**src/rtl/cpu_pkg.sv**
```systemverilog
// cpu_pkg: shared next-PC select encodings and default PC vectors for the multi-cycle CPU
package cpu_pkg;
  localparam logic [1:0] PCSRC_SEQ = 2'b00;
  localparam logic [1:0] PCSRC_ALU = 2'b01;
  localparam logic [1:0] PCSRC_JMP = 2'b10;
  localparam logic [1:0] PCSRC_RAS = 2'b11;
  localparam logic [31:0] DEF_RESET_VEC = 32'h0000_0000;
  localparam logic [31:0] DEF_TRAP_VEC = 32'h0000_0080;
endpackage

```
**src/rtl/ras_stack.sv**
```systemverilog
// ras_stack: circular return-address stack; a push when full overwrites the oldest entry
module ras_stack #(
  parameter int XLEN = 32,
  parameter int DEPTH = 4
) (
  input  logic            CLK,
  input  logic            Reset,
  input  logic            en,
  input  logic            push,
  input  logic            pop,
  input  logic            peek,
  input  logic [XLEN-1:0] wdata,
  output logic [XLEN-1:0] top,
  output logic            empty,
  output logic            full,
  output logic            err
);
  localparam int PW = $clog2(DEPTH);
  localparam int CW = $clog2(DEPTH + 1);
  logic [XLEN-1:0] mem [DEPTH];
  logic [PW-1:0] ptr, ptr_inc, ptr_dec;
  logic [CW-1:0] cnt;
  logic do_push, do_pop, do_rep, err_n;
  always_comb begin
    empty = cnt == '0;
    full = cnt == CW'(DEPTH);
    top = mem[ptr];
    ptr_inc = ptr + PW'(1);
    ptr_dec = ptr - PW'(1);
    do_push = en & push & (~pop | empty);
    do_rep = en & push & pop & ~empty;
    do_pop = en & pop & ~push & ~empty;
    err_n = en & ((push & ~pop & full) | (pop & ~push & empty) | (peek & empty));
  end
  always_ff @(posedge CLK or posedge Reset) begin
    if (Reset) begin
      ptr <= '0;
      cnt <= '0;
      err <= 1'b0;
      for (int i = 0; i < DEPTH; i++) mem[i] <= '0;
    end else begin
      err <= err_n;
      if (do_push) begin
        mem[ptr_inc] <= wdata;
        ptr <= ptr_inc;
        if (!full) cnt <= cnt + CW'(1);
      end else if (do_rep) begin
        mem[ptr] <= wdata;
      end else if (do_pop) begin
        ptr <= ptr_dec;
        cnt <= cnt - CW'(1);
      end
    end
  end
endmodule

```
**src/rtl/pc_ras_unit.sv**
```systemverilog
// pc_ras_unit: program counter with prioritised next-PC mux, trap/EPC capture and a return-address stack
module pc_ras_unit
  import cpu_pkg::*;
#(
  parameter int XLEN = 32,
  parameter logic [XLEN-1:0] RESET_VEC = XLEN'(DEF_RESET_VEC),
  parameter logic [XLEN-1:0] TRAP_VEC = XLEN'(DEF_TRAP_VEC),
  parameter int INC = 4,
  parameter int RAS_DEPTH = 4
) (
  input  logic            CLK,
  input  logic            Reset,
  input  logic            PCWr,
  input  logic [1:0]      PCSrc,
  input  logic [XLEN-1:0] AluOutput,
  input  logic [XLEN-1:0] JumpTarget,
  input  logic            RasPush,
  input  logic            RasPop,
  input  logic            Trap,
  output logic [XLEN-1:0] curPC,
  output logic [XLEN-1:0] nextPC,
  output logic [XLEN-1:0] epc,
  output logic [XLEN-1:0] ras_top,
  output logic            ras_empty,
  output logic            ras_full,
  output logic            ras_err,
  output logic            misaligned
);
  localparam logic [XLEN-1:0] MASK = XLEN'(INC - 1);
  logic [XLEN-1:0] seq, raw;
  always_comb begin
    seq = curPC + XLEN'(INC);
    raw = Trap ? TRAP_VEC :
          PCSrc == PCSRC_SEQ ? seq :
          PCSrc == PCSRC_ALU ? AluOutput :
          PCSrc == PCSRC_JMP ? JumpTarget :
          ras_empty ? seq : ras_top;
    misaligned = |(raw & MASK);
    nextPC = raw & ~MASK;
  end
  ras_stack #(.XLEN(XLEN), .DEPTH(RAS_DEPTH)) u_ras (
    .CLK(CLK),
    .Reset(Reset),
    .en(PCWr & ~Trap),
    .push(RasPush),
    .pop(RasPop),
    .peek(PCSrc == PCSRC_RAS),
    .wdata(seq),
    .top(ras_top),
    .empty(ras_empty),
    .full(ras_full),
    .err(ras_err)
  );
  always_ff @(posedge CLK or posedge Reset) begin
    if (Reset) begin
      curPC <= RESET_VEC;
      epc <= '0;
    end else if (Trap) begin
      curPC <= TRAP_VEC;
      epc <= curPC;
    end else if (PCWr) begin
      curPC <= nextPC;
    end
  end
endmodule

```
**config.mk**
```make
export PLATFORM = sky130hd
export DESIGN_NAME = pc_ras_unit
export DESIGN_NICKNAME = d
export VERILOG_FILES = /design/src/rtl/cpu_pkg.sv /design/src/rtl/ras_stack.sv /design/src/rtl/pc_ras_unit.sv
export SDC_FILE = /design/constraint.sdc
export NUM_CORES = 1
export LEC_CHECK = 0
export CAP_MARGIN = 20
export CORE_MARGIN = 5
export CORE_UTILIZATION = 48
export CTS_CLUSTER_DIAMETER = 120
export DETAILED_ROUTE_END_ITERATION = 8
export PLACE_DENSITY = 0.74
export SETUP_SLACK_MARGIN = 0.15
export SLEW_MARGIN = 20
export SYNTH_ARGS = -nofsm -noshare
export SYNTH_HDL_FRONTEND = slang
export SYNTH_HIERARCHICAL = 1
export SYNTH_SLANG_ARGS = --single-unit
```
**constraint.sdc**
```tcl
create_clock -name CLK -period 4.7 [get_ports CLK]
set_input_delay 0.94 -clock CLK [delete_from_list [all_inputs] [get_ports CLK]]
set_output_delay 0.94 -clock CLK [all_outputs]
set_load 0.01 [all_outputs]
```
==> results of run 1 <==
-- path summary, 6_finish.rpt --
check,start,endpoint,slack (ns)
max,curPC[12],nextPC[30],0.29
min,u_ras/mem[88],u_ras/mem[88],0.49
max reg2reg,curPC[4],curPC[25],1.97
min reg2reg,u_ras/mem[88],u_ras/mem[88],0.49
max in group asynchronous,Reset,curPC[24],2.78
min in group asynchronous,Reset,u_ras/mem[105],1.08
-- worst max-delay path: stages, from the launching register on --
cell and delay, ns:
dfrtp_1 0.55, and3_1 0.32, nand3_1 0.33, nor4_1 0.58, xor2_1 0.49, nand2_1 0.09, o21ai_1 0.09, clkdlybuf4s50_1 0.59
-- kinds of logic after synthesis --
logic type / synth area share (%)
multiplexers: 28.3
AND/OR/NAND/NOR: 9.01
XOR/XNOR: 2.75
buffers and inverters: 4.18
flip-flops: 45.1
AO/OA/AOI/OAI: 9.77
adder cells (fa/ha/maj): 0.929
other: 0.0348
-- cell usage after synthesis (14+ instances only) --
cell type and number:
xnor2_1 16, a211oi_1 22, clkbuf_1 31, nand2_1 31, mux4_2 35, dfrtp_1 194, o22ai_1 14, nand3_1 14
xor2_1 16, a21oi_1 30, mux2i_1 15, o21ai_0 25, mux2_4 60, nor2_1 69, mux2_2 103, inv_1 16
-- power breakdown --
part / switching (uW) / total [uW] / internal, uW
sequential: 375 / 2560 / 2180
clock: 652 / 1410 / 761
combinational: 1240 / 2830 / 1590
total: 2270 / 6800 / 4540
-- metal layers --
metal / vias up / global-route usage [%] / part of all wire (%) / wire length [um]
li1: 3592 / - / - / -
met3: 36 / 3.48 / 7.6 / 2410
met5: - / 0 / 0 / 0
met4: 0 / 6.65 / 2.0 / 618
met1: 4113 / 35.1 / 44 / 13800
met2: 356 / 38.1 / 47 / 14700
-- state kept, by name (all words and copies together), names as in the netlist --
register / flops
u_ras/err: 1
u_ras/ptr: 2
curPC: 30
u_ras/cnt: 3
epc: 30
u_ras/mem: 128
-- through the flow --
stage	power (uW)	util [%]	setup slack, ns
2_1_floorplan	4220	-	0.177
3_3_place_gp	5310	59.3	0.751
3_5_place_dp	5400	59.3	0.728
4_1_cts	6830	61.8	0.294
5_1_grt	7130	61.9	0.180
6_report	6800	61.9	0.289
-- timing repair --
| action | in CTS | in global routing |
|---|---|---|
| endpoints found under the setup margin | 0 | 1 |
| setup buffers | 0 | 0 |
| hold endpoints to repair | 0 | 0 |
| hold buffers | 0 | 0 |
| gates resized for setup | 0 | 1 |
-- layout make-up --
| type | count | area (sq um) |
|---|---|---|
| clock buffer | 20 | 457 |
| clock inverter | 11 | 101 |
| fill | 1709 | 8380 |
| inverter | 18 | 70.1 |
| multi-input combinational | 610 | 5520 |
| sequential | 194 | 4860 |
| tap | 280 | 350 |
| timing repair buffer | 228 | 2220 |
==> flow_summary.ini, run 1 <==
[clock_network]
clk_pin_slew_worst_paths_ns = 0.07
clk_latency_ns = 0.44
cts.sinks = 194
root_buffer = clkbuf_16
cts_buffer_depth = 2
cts_tree = built
numCtsBuffers = 17
h-tree-depth = 4

[setup_path]
cp-start-kind = flip-flop
required_ns = 3.76
cp.arrival_ns = 3.47
r2r_cells = 6
worstSetupEndpointType = output pin
cp_max_fo = 10
setup.worst_path.class = flip-flop to output pin

[die]
start_util_pct = 49.1
rows = 54
io_pins = 204
dieArea_sq_um = 25500
die_x_um = 160
die_height_um = 160
core_area_sq_um = 22000

[timing]
rsz0062_at_grt = no
maxSlewViolCount = 0
hold_slack_ns = 0.487
period_needed_ns = 4.41
finClkSkew_ns = 0.0135
slew_headroom_pct = 36.0
tns_ns = 0
setup_viol = 0
post-route-period-util_pct = 93.9
fmax_mhz = 227
finalHoldViolCount = 0
tightest_slew_ns = 0.958

[final_layout]
drive_gt1_share_pct = 26.3
area_growth_pct = 26.1
nNetsFinal = 1149
num_antenna_cells = 0
fin_cells = 1361
layout_common_cells = dfrtp_1, clkdlybuf4s50_1, mux2_2
stdcell_area_sq_um = 13600

[yosys]
synthTopCellsByArea = dfrtp_1, mux2_2, mux2_4
ys_types = 69
yosys.area.top_type_share_pct = 45.1
netlist_area_sq_um = 10800
synthArstFlopShare_pct = 100
synth_area_per_cell_sq_um = 12.3
ys_ff_latch = 194
synth-warning-count = 6
yosys.area.top_type = dfrtp_1
ys_seq_area_share_pct = 45.1
synth-edff-count = 0
synth_cells = 878
synth_top_flop_cell = dfrtp_1

[grt]
grt_pass1_wl_mm = 48.3
grt_pass1_vias = 7895
antenna_found_initial = 0
grt_max_degree = 135
grt-ovfl-total = 0
grt_usage_pct = 24.1

[power_and_ir_drop]
ir_drop_mv = 0.284
powerDensity_nw_per_um2 = 501
power.leakage_uw = 0.00592

[placed_design]
gp_congestion = 0.915
io_buffer_count = 197
place_hpwl_mm = 23.3
dp.cells = 1330
placed_cell_area_sq_um = 13000

[drt]
drt_wl_total_mm = 31.5
post-route-drc-count = 0
first_pass_iters = 6
via_count = 8097
drt_iter0_drc = 796
wire_per_inst_um = 23.2
ant_nets = 0
viasPerCell = 5.95

[job]
maxCapViolCount = 0

[worst_hold_path]
hold_path_class = flip-flop to flip-flop
min_path_cells = 1

[outcome]
status = complete, no violations
No activity file was read; power rests on OpenSTA's default activity.
==> inputs of run 2 (changes only) <==
--- a/config.mk
+++ b/config.mk
@@ -7,7 +7,7 @@
 export LEC_CHECK = 0
 export CAP_MARGIN = 20
 export CORE_MARGIN = 5
-export CORE_UTILIZATION = 48
+export CORE_UTILIZATION = 47
 export CTS_CLUSTER_DIAMETER = 120
 export DETAILED_ROUTE_END_ITERATION = 8
 export PLACE_DENSITY = 0.74
@@ -15,5 +15,4 @@
 export SLEW_MARGIN = 20
 export SYNTH_ARGS = -nofsm -noshare
 export SYNTH_HDL_FRONTEND = slang
-export SYNTH_HIERARCHICAL = 1
 export SYNTH_SLANG_ARGS = --single-unit
==> run 2 against run 1 <==
  * Synthesized cell count grew 14%
  * Hold slack gained 0.020 ns
  * Sequential share of layout area grew 0.84 points
  * Register-to-register slack lost 0.21 ns
  * Cell count grew 7.8%
  * Combinational power grew 18%
  * Fmax shrank 0.39%
  * Sequential cell count shrank 8
  * Largest cell class unchanged
  * Largest power group unchanged
  * Highest routed layer unchanged
==> flow_summary.ini, run 2 <==
[outcome]
status = complete, no violations

[yosys]
yosys.area.top_type = dfrtp_1
yosys-top-cells-count = nor2_1, dfrtp_1, a21oi_1
synth-edff-count = 0
synth_area_per_cell_sq_um = 9.74
synth-compound-area-share_pct = 17.8
synth_most_common_cell = nor2_1
synth_cells = 1005
synthArstFlopShare_pct = 100
synth_xor_area_share_pct = 2.86
ys_seq_area_share_pct = 47.5
synthTopCellsByArea = dfrtp_1, a21oi_1, nor2_1
ys_types = 65
netlist_area_sq_um = 9790
yosys.area.top_type_share_pct = 47.5
synth-simple-area-share_pct = 14.7
synthAdderAreaFrac_pct = 0.843
ys_ff_latch = 186
synth_top_family_by_area = compound AO/OA/AOI/OAI gates
synth.area.mux_share_pct = 11.4
synth-warning-count = 0
synth_top_flop_cell = dfrtp_1

[drt]
viasPerCell = 6.03
drt_wl_total_mm = 32.7
via_count = 8850
ant_nets = 0
post-route-drc-count = 0
first_pass_iters = 5
drt_iter0_drc = 894
wire_per_inst_um = 22.3

[timing]
finalHoldViolCount = 0
post-route-period-util_pct = 94.2
fmax_mhz = 226
slew_headroom_pct = 46.9
period_needed_ns = 4.43
setup_viol = 0
maxSlewViolCount = 0
tns_ns = 0
tightest_slew_ns = 0.796
rsz0062_at_grt = no
setup_ws_ns = 0.271
finClkSkew_ns = 0.00938

[clock_network]
clk_latency_ns = 0.44
cts_tree = built
clk_pin_slew_worst_paths_ns = 0.07
numCtsBuffers = 17
cts_buffer_depth = 2
cts.sinks = 186
root_buffer = clkbuf_16
h-tree-depth = 4

[final_layout]
fin_cells = 1467
largest_reg_flops = 120
layout_commonest_cell = clkdlybuf4s50_1
drive_gt1_share_pct = 14.0
nNetsFinal = 1261
layout_common_cells = clkdlybuf4s50_1, nor2_1, dfrtp_1
top_regs = u_ras.mem: 120 flops, curPC: 30 flops, epc: 30 flops
n_fill_cell = 1711
stdcell_area_sq_um = 12700
area_growth_pct = 30.0
top_register = u_ras.mem
final_core_util_pct = 62.5

[setup_path]
cp.arrival_ns = 3.49
rr_startpoint = u_ras.cnt[1]
required_ns = 3.76
worstSetupEndpointType = output pin
cp_max_fo = 9
setup.worst_path.class = input pin to output pin
cp-startpoint = PCSrc[0]
cp-start-kind = input pin

[placed_design]
gp_congestion = 1.03
place_ws_ns = 0.257
io_buffer_count = 195
place_hpwl_mm = 24.2
placed_cell_area_sq_um = 12100
dp.cells = 1434

[die]
rows = 52
io_pins = 204
die_x_um = 154
die_height_um = 154
core_area_sq_um = 20400
start_util_pct = 48.1
dieArea_sq_um = 23800

[power_and_ir_drop]
ir_drop_mv = 0.285
powerDensity_nw_per_um2 = 588
power.leakage_uw = 0.00522

[grt]
grt_usage_pct = 27.0
antenna_found_initial = 1
grt_max_degree = 98
grt_pass1_wl_mm = 49.7
grt-ovfl-total = 0
grt_pass1_vias = 8576

[worst_hold_path]
min_from = epc[13]
hold_path_class = flip-flop to flip-flop

[job]
maxCapViolCount = 0
-- run 2: cell types whose count changed after synthesis, moves of 9 or more --
| cell | previous run | this run |
|---|---|---|
| a21oi_1 | 30 | 160 |
| nor2_1 | 69 | 191 |
| mux2_2 | 103 | 35 |
| mux2_4 | 60 | 0 |
| clkbuf_1 | 31 | 55 |
| nand2_1 | 31 | 52 |
| mux2i_1 | 15 | 2 |
| a22o_1 | 13 | 3 |
| buf_6 | 9 | 0 |
| nand4_1 | 3 | 12 |
| nor2b_1 | 11 | 2 |
| o22a_1 | 0 | 9 |
-- run 2: cell type report --
type                    instances  area [sq um]  share of cell area (%)
multi-input cells             724          4750                    37.3
flip-flops and latches        186          4660                    36.6
repair buffers                240          2320                    18.2
clock buffers                  17           425                    3.34
well taps                     270           338                    2.65
clock inverters                15           183                    1.44
inverters                      14          56.3                   0.442
diodes                          1          2.50                  0.0197
-- run 2: logic make-up after synthesis --
kind of cell	Yosys count
adders and majority gates	6
muxes	68
xor gates and xnor gates	32
and+or+nand+nor	325
other	1
buffers and inverters	102
DFF	186
AOI/OAI and AO/OA	285
-- run 2: final timing paths --
path,endpoint,slack [ns],depth (start not counted)
hold reg to reg,epc[13],0.51,1
min in group asynchronous,curPC[6],0.87,2
setup / recovery,nextPC[24],0.27,7
max in group asynchronous,u_ras.ptr[0],2.95,3
hold / removal,epc[13],0.51,1
setup reg to reg,u_ras.mem[24],1.76,8
-- run 2: through the flow --
step	hold WS, ns	total power (uW)
4_1_cts	0.512	7490
5_1_grt	0.519	7910
2_1_floorplan	0.475	4460
3_3_place_gp	0.484	5900
3_5_place_dp	0.496	6000
6_report	0.508	7480
-- run 2: critical path, stage by stage --
cell and delay [ns]:
clkdlybuf4s50_1 0.69, nand2b_1 0.39, buf_4 0.26, o22a_1 0.13, o21ai_0 0.10, a211oi_1 0.32
clkdlybuf4s50_1 0.65
-- run 2: report_power, final --
group	internal, uW	switching (uW)	leakage, uW
logic	1690	1650	0.00266
clock network	762	708	0.000290
registers	2210	459	0.00228
total	4660	2820	0.00522
-- run 2: repair_timing --
action	in CTS	in global routing
gates resized for setup	0	5
setup buffers	0	0
hold buffers	0	0
endpoints found under the hold margin	0	0
setup endpoints to repair	0	10
-- run 2: per-layer routing --
metal | GRT usage (%) | part of all wire, % | vias up
met5 | 0 | 0 | -
met4 | 10.0 | 3.7 | 0
met3 | 5.92 | 9.0 | 82
met2 | 42.5 | 47 | 479
met1 | 36.9 | 41 | 4338
li1 | - | - | 3951
==> inputs of run 3 (changes only) <==
--- a/config.mk
+++ b/config.mk
@@ -5,7 +5,7 @@
 export SDC_FILE = /design/constraint.sdc
 export NUM_CORES = 1
 export LEC_CHECK = 0
-export CAP_MARGIN = 20
+export CAP_MARGIN = 10
 export CORE_MARGIN = 5
 export CORE_UTILIZATION = 47
 export CTS_CLUSTER_DIAMETER = 120
==> results of run 3 <==
Same layout as run 2: the final DEF is identical, and so are final timing and power.
